[src/rtl/sokoban_move_engine.sv]
// Sokoban move engine: walk and box-push as read-modify-write sequences on the shared board RAM.
// Optional AUTO_REPEAT_EN: a held button re-issues its command every REPEAT_TICKS ticks.
module sokoban_move_engine #(
    parameter int unsigned COLS         = 10,
    parameter int unsigned ROWS         = 8,
    parameter int unsigned PLAYER_X0    = 1,
    parameter int unsigned PLAYER_Y0    = 3,
    parameter logic [79:0] GOAL_MASK    = (80'd1 << 42) | (80'd1 << 43) |
                                          (80'd1 << 52) | (80'd1 << 53),
    parameter int unsigned NUM_GOALS    = 4,
    parameter int unsigned REPEAT_TICKS = 4
) (
    input  logic        clk,
    input  logic        rst,
    input  logic [3:0]  btn_n,
    input  logic        tick,
    output logic [3:0]  rd_x,
    output logic [2:0]  rd_y,
    input  logic [2:0]  rd_data,
    output logic        wr_en,
    output logic [3:0]  wr_x,
    output logic [2:0]  wr_y,
    output logic [2:0]  wr_data,
    output logic [3:0]  player_x,
    output logic [2:0]  player_y,
    output logic [15:0] moves,
    output logic        success,
    output logic        busy
);
    localparam logic [2:0] CellRoad   = 3'd0;
    localparam logic [2:0] CellWall   = 3'd1;
    localparam logic [2:0] CellPlayer = 3'd2;
    localparam logic [2:0] CellBox    = 3'd3;
    localparam logic [2:0] CellDot    = 3'd4;

    typedef enum logic [2:0] {
        StIdle, StRdT, StRdB, StDec, StWrBox, StWrOld, StWrNew
    } state_t;

    state_t             state;
    logic [3:0]         t_x_q, b_x_q;
    logic [2:0]         t_y_q, b_y_q;
    logic               b_out_q;
    logic [2:0]         tgt;
    logic [2:0]         on_goal;
    logic               single, t_ok, b_ok, cmd_ok, accept;
    logic signed [5:0]  dx, dy, t_x, t_y, b_x, b_y;
    logic [2:0]         bey;

    function automatic logic goal_at(input logic [3:0] x, input logic [2:0] y);
        logic [6:0] idx;
        idx = 7'(int'(y) * int'(COLS) + int'(x));
        return (idx < 7'd80) ? GOAL_MASK[idx] : 1'b0;
    endfunction

    always_comb begin
        single = 1'b1;
        dx     = '0;
        dy     = '0;
        case (btn_n)
            4'b1110: dy = -6'sd1;
            4'b1101: dx = -6'sd1;
            4'b1011: dy = 6'sd1;
            4'b0111: dx = 6'sd1;
            default: single = 1'b0;
        endcase
        t_x  = $signed({2'b00, player_x}) + dx;
        t_y  = $signed({3'b000, player_y}) + dy;
        b_x  = t_x + dx;
        b_y  = t_y + dy;
        t_ok = !t_x[5] && !t_y[5] && (t_x < 6'(COLS)) && (t_y < 6'(ROWS));
        b_ok = !b_x[5] && !b_y[5] && (b_x < 6'(COLS)) && (b_y < 6'(ROWS));
    end

    // A beyond-cell off the board behaves exactly like a wall.
    assign bey    = b_out_q ? CellWall : rd_data;
    assign accept = (state == StIdle) && tick && single && cmd_ok;

`ifdef AUTO_REPEAT_EN
    logic [3:0]  last_btn;
    logic        fresh;
    logic [15:0] rep_cnt;
    logic        btn_changed;

    assign btn_changed = (btn_n != last_btn);
    assign cmd_ok      = fresh || btn_changed || (rep_cnt == 16'(REPEAT_TICKS - 1));

    always_ff @(posedge clk) begin
        if (rst) begin
            last_btn <= 4'hF;
            fresh    <= 1'b1;
            rep_cnt  <= '0;
        end else begin
            last_btn <= btn_n;
            if (accept) begin
                fresh   <= 1'b0;
                rep_cnt <= '0;
            end else if (btn_changed) begin
                fresh   <= 1'b1;
                rep_cnt <= '0;
            end else if ((state == StIdle) && tick && single) begin
                rep_cnt <= rep_cnt + 16'd1;
            end
        end
    end
`else
    logic armed;

    assign cmd_ok = armed;

    always_ff @(posedge clk) begin
        if (rst) begin
            armed <= 1'b1;
        end else if (btn_n == 4'hF) begin
            armed <= 1'b1;
        end else if (accept) begin
            armed <= 1'b0;
        end
    end
`endif

    always_ff @(posedge clk) begin
        if (rst) begin
            state    <= StIdle;
            player_x <= 4'(PLAYER_X0);
            player_y <= 3'(PLAYER_Y0);
            moves    <= '0;
            wr_en    <= 1'b0;
            busy     <= 1'b0;
            success  <= 1'b0;
            on_goal  <= '0;
            rd_x     <= '0;
            rd_y     <= '0;
            wr_x     <= '0;
            wr_y     <= '0;
            wr_data  <= '0;
            t_x_q    <= '0;
            t_y_q    <= '0;
            b_x_q    <= '0;
            b_y_q    <= '0;
            b_out_q  <= 1'b0;
            tgt      <= '0;
        end else begin
            wr_en   <= 1'b0;
            success <= (on_goal == 3'(NUM_GOALS));
            unique case (state)
                StIdle: begin
                    if (accept && t_ok) begin
                        t_x_q   <= t_x[3:0];
                        t_y_q   <= t_y[2:0];
                        b_x_q   <= b_x[3:0];
                        b_y_q   <= b_y[2:0];
                        b_out_q <= !b_ok;
                        rd_x    <= t_x[3:0];
                        rd_y    <= t_y[2:0];
                        busy    <= 1'b1;
                        state   <= StRdT;
                    end
                end
                StRdT: begin
                    rd_x  <= b_x_q;
                    rd_y  <= b_y_q;
                    state <= StRdB;
                end
                StRdB: begin
                    tgt   <= rd_data;
                    state <= StDec;
                end
                StDec: begin
                    if (tgt == CellRoad || tgt == CellDot) begin
                        wr_en   <= 1'b1;
                        wr_x    <= player_x;
                        wr_y    <= player_y;
                        wr_data <= goal_at(player_x, player_y) ? CellDot : CellRoad;
                        state   <= StWrOld;
                    end else if (tgt == CellBox && (bey == CellRoad || bey == CellDot)) begin
                        wr_en   <= 1'b1;
                        wr_x    <= b_x_q;
                        wr_y    <= b_y_q;
                        wr_data <= CellBox;
                        state   <= StWrBox;
                    end else begin
                        busy  <= 1'b0;
                        state <= StIdle;
                    end
                end
                StWrBox: begin
                    on_goal <= on_goal + {2'b00, goal_at(b_x_q, b_y_q)}
                                       - {2'b00, goal_at(t_x_q, t_y_q)};
                    wr_en   <= 1'b1;
                    wr_x    <= player_x;
                    wr_y    <= player_y;
                    wr_data <= goal_at(player_x, player_y) ? CellDot : CellRoad;
                    state   <= StWrOld;
                end
                StWrOld: begin
                    wr_en   <= 1'b1;
                    wr_x    <= t_x_q;
                    wr_y    <= t_y_q;
                    wr_data <= CellPlayer;
                    state   <= StWrNew;
                end
                StWrNew: begin
                    player_x <= t_x_q;
                    player_y <= t_y_q;
                    if (moves != 16'hFFFF) moves <= moves + 16'd1;
                    busy     <= 1'b0;
                    state    <= StIdle;
                end
                default: state <= StIdle;
            endcase
        end
    end

endmodule
[config.mk]
export PLATFORM = sky130hd
export DESIGN_NAME = sokoban_move_engine
export DESIGN_NICKNAME = d
export VERILOG_FILES = /design/src/rtl/sokoban_move_engine.sv
export SDC_FILE = /design/constraint.sdc
export NUM_CORES = 1
export LEC_CHECK = 0
export CELL_PAD_IN_SITES_DETAIL_PLACEMENT = 0
export CELL_PAD_IN_SITES_GLOBAL_PLACEMENT = 1
export CORE_ASPECT_RATIO = 1.75
export CORE_MARGIN = 2
export CORE_UTILIZATION = 46
export DETAILED_ROUTE_END_ITERATION = 7
export HOLD_SLACK_MARGIN = 0.1
export PLACE_DENSITY_LB_ADDON = 0.1
export SYNTH_ARGS = -nofsm -noshare
export SYNTH_HDL_FRONTEND = slang
export SYNTH_SLANG_ARGS = --single-unit
[constraint.sdc]
create_clock -name clk -period 5.24 [get_ports clk]
set_clock_uncertainty 0.1 [all_clocks]
set_input_delay 1.048 -clock clk [delete_from_list [all_inputs] [get_ports clk]]
set_output_delay 1.048 -clock clk [all_outputs]
set_load 0.1 [all_outputs]
==> impl_metrics.env <==
export IMPL_top_usage_layer="met2"
export IMPL_synthCells=489
export IMPL_routedWlPerCell_um=16.80
export IMPL_numCtsBuffers=9
export IMPL_critical_path_max_fanout=17
export IMPL_status="finished clean"
export IMPL_setup_viol=0
export IMPL_reg2reg_to="on_goal[2]"
export IMPL_cts_resized=0
export IMPL_viasPerCell=5.526
export IMPL_cts_sinks=68
export IMPL_path_clk_slew_ns=0.05
export IMPL_cts_htree_levels=3
export IMPL_max_freq_ghz=0.2335
export IMPL_cts_tree="yes"
export IMPL_ys_ff_latch=68
export IMPL_grt_ovfl_total=0
export IMPL_setup_worst_path_class="in2reg"
export IMPL_report_power_total_mw=1.324
export IMPL_die_y_um=133.3
export IMPL_fin_tns_setup_ns=0
export IMPL_n_antenna_cell=0
export IMPL_relSlewSlack=0.3387
export IMPL_synth_cell_types=68
export IMPL_wirelength_um=11140
export IMPL_crit_path_end="rd_x[1]"
export IMPL_antenna_found_initial=0
export IMPL_synth_edf_count=0
export IMPL_max_cap_viol_count=0
export IMPL_register_area_um2=1361
export IMPL_synth_fp_nets=545
export IMPL_critPathCaptureType="flop"
export IMPL_r2r_cells=15
export IMPL_grtUsageMet1=0.2419
export IMPL_use_met2=0.4148
export IMPL_synth_area_um2=4394
export IMPL_hold_buffers=0
export IMPL_drt_drc_violations_left=0
export IMPL_async_flop_share=0
export IMPL_rows=47
export IMPL_power_density_nw_per_um2=251.8
export IMPL_vdd_drop_max_v=0.0001799
export IMPL_fin_crit_ns=4.283
export IMPL_critPathArrivalTime_ns=4.45
export IMPL_die_x_um=77.88
export IMPL_syn2layout_area_growth_pct=19.65
export IMPL_ys_flop_type="dfxtp_1"
export IMPL_clockBufferDepth=2
export IMPL_port_buffers=52
export IMPL_root_buffer="clkbuf_16"
export IMPL_multiInputGateArea_um2=2810
export IMPL_hold_viol_final=0
export IMPL_dpl_hpwl_um=8662
export IMPL_grt_pass1_vias=3622
export IMPL_use_met3=0.04743
export IMPL_drt_pass1_iter_count=7
export IMPL_start_util=0.4700
export IMPL_grt_use_total=0.2265
export IMPL_core_um2=9350
export IMPL_power_leakage_nw=2.094
export IMPL_fin_crit_sh=0.8174
export IMPL_ys_warn_count=0
export IMPL_io_pins=53
export IMPL_rr_startpoint="b_y_q[2]"
export IMPL_grt_max_degree=41
export IMPL_grt_pass1_wl_um=18200
export IMPL_syn_avg_cell_area_um2=8.986
export IMPL_cp_required_ns=5.41
export IMPL_final_antenna_net_count=0
export IMPL_gp_congestion=0.8242
export IMPL_clkLatencyLatePin_ns=0.33
export IMPL_startpoint_type="primary input"
export IMPL_fillers=861
export IMPL_drive_above_1_share=0.07763
export IMPL_final_nets=594
export IMPL_via_count=3664
export IMPL_reg2reg_slack_ns=1.60
export IMPL_tightest_slew_ns=0.9889
export IMPL_dr_first_iter_drc_count=153
export IMPL_synth_seq_area_share=0.3098
export IMPL_dieArea_um2=10380
export IMPL_rsz0062_at_grt="no"
export IMPL_maxSlewViolCount=0
export IMPL_cp_startpoint="btn_n[3]"
export IMPL_post_cts_buffers=0
export IMPL_holdCritPathClass="reg2reg"
flip-flops by register name, indices dropped and copies added (netlist names):
name / flops
player_y: 3
tgt: 3
t_y_q: 3
wr_en: 1
t_x_q: 4
b_x_q: 4
player_x: 4
rd_x: 4
armed: 1
wr_x: 4
wr_y: 3
rd_y: 3
wr_data: 3
state: 3
busy: 1
on_goal: 3
moves: 16
b_y_q: 3
success: 1
b_out_q: 1
cells in the final DEF (no fill, tap or decap), drive strengths merged, types with 3 or more instances in the layout:
master,n
nor2,72
dfxtp,68
clkdlybuf4s50,51
ha,38
a21oi,33
nand2,32
inv,23
xnor2,21
xor2,18
mux2i,15
a211oi,14
clkbuf,12
o21ai,11
a21o,9
nor3,9
fa,8
nand4,7
nand3,7
a222oi,7
nand2b,7
and3,7
nor3b,5
nand3b,4
a211o,4
buf,4
or3,4
o22ai,3
o21bai,3
a31oi,3
a221oi,3
a22oi,3
o211ai,3
nor2b,3
a2111oi,3
clkinv,3
cells in the mapped netlist (9+ instances only):
cell type / instances / area (µm²)
a211oi_1: 9 / 67.56
a21o_1: 9 / 67.56
a21oi_1: 30 / 150.1
dfxtp_1: 68 / 1361
ha_1: 38 / 475.5
inv_1: 21 / 78.83
mux2i_1: 15 / 150.1
nand2_1: 32 / 120.1
nor2_1: 71 / 266.5
nor3_1: 9 / 45.04
xnor2_1: 21 / 183.9
xor2_1: 18 / 157.7
through the flow:
step                        util  hold WS (ns)  std cells  instance area (µm²)  setup WS (ns)
after floorplan                -        0.3263        489                 4394          1.295
after global placement    0.5311        0.3465        649                 4966         0.6912
after detailed placement  0.5311        0.3496        649                 4966         0.6257
after CTS                 0.5623        0.3568        663                 5258         0.9633
after global routing      0.5623        0.3737        663                 5258         0.6477
final                     0.5623        0.3549        663                 5258         0.9570
critical path: stages:
cell,delay [ns]
clkdlybuf4s50_1,0.60
xor2_1,0.16
and3_1,0.24
ha_1,0.21
inv_1,0.06
fa_1,0.43
nand2b_1,0.18
a21oi_2,0.30
o211ai_4,0.16
a2111oi_4,0.42
buf_4,0.31
a22o_1,0.19
a21oi_1,0.05
nor2_1,0.09
cell type report:
cell class	instances	share of cell area
Clock buffer	12	0.04879
Clock inverter	2	0.006663
Inverter	26	0.01975
Multi-Input combinational cell	378	0.5345
Sequential cell	68	0.2589
Tap cell	122	0.02903
Timing Repair Buffer	55	0.1023
worst min-delay path by stage:
| stage | slack (ns) | to | cells past startpoint | from |
|---|---|---|---|---|
| detailed placement | 0.35 | rd_x[3] | 2 | rd_x[3] |
| finish | 0.35 | wr_data[2] | 2 | wr_data[2] |
| global route | 0.37 | rd_x[3] | 2 | rd_x[3] |
| global placement | 0.35 | rd_x[3] | 2 | rd_x[3] |
| floorplan | 0.33 | success | 1 | on_goal[0] |
| CTS | 0.36 | rd_x[3] | 2 | rd_x[3] |
logic make-up after synthesis:
logic type,count (synthesis),synth area share
buffers and inverters,43,0.05182
and+or+nand+nor,167,0.1868
adders and majority gates,48,0.1492
muxes,15,0.03417
AOI/OAI and AO/OA,109,0.1905
DFF,68,0.3098
xor gates and xnor gates,39,0.07773
layer usage:
metal / routed length, µm / vias to the layer above
met2: 6059 / 75
met4: 342 / 0
li1: - / 1851
met3: 364 / 22
met5: 0 / -
met1: 4370 / 1716
power breakdown:
group,leakage (nW),switching (mW),internal [mW]
Sequential,0.549,0.0183,0.531
Combinational,1.40,0.112,0.0628
Clock,0.145,0.212,0.388
Total,2.09,0.342,0.982
Note: power is estimated with default switching activity, not from simulation.
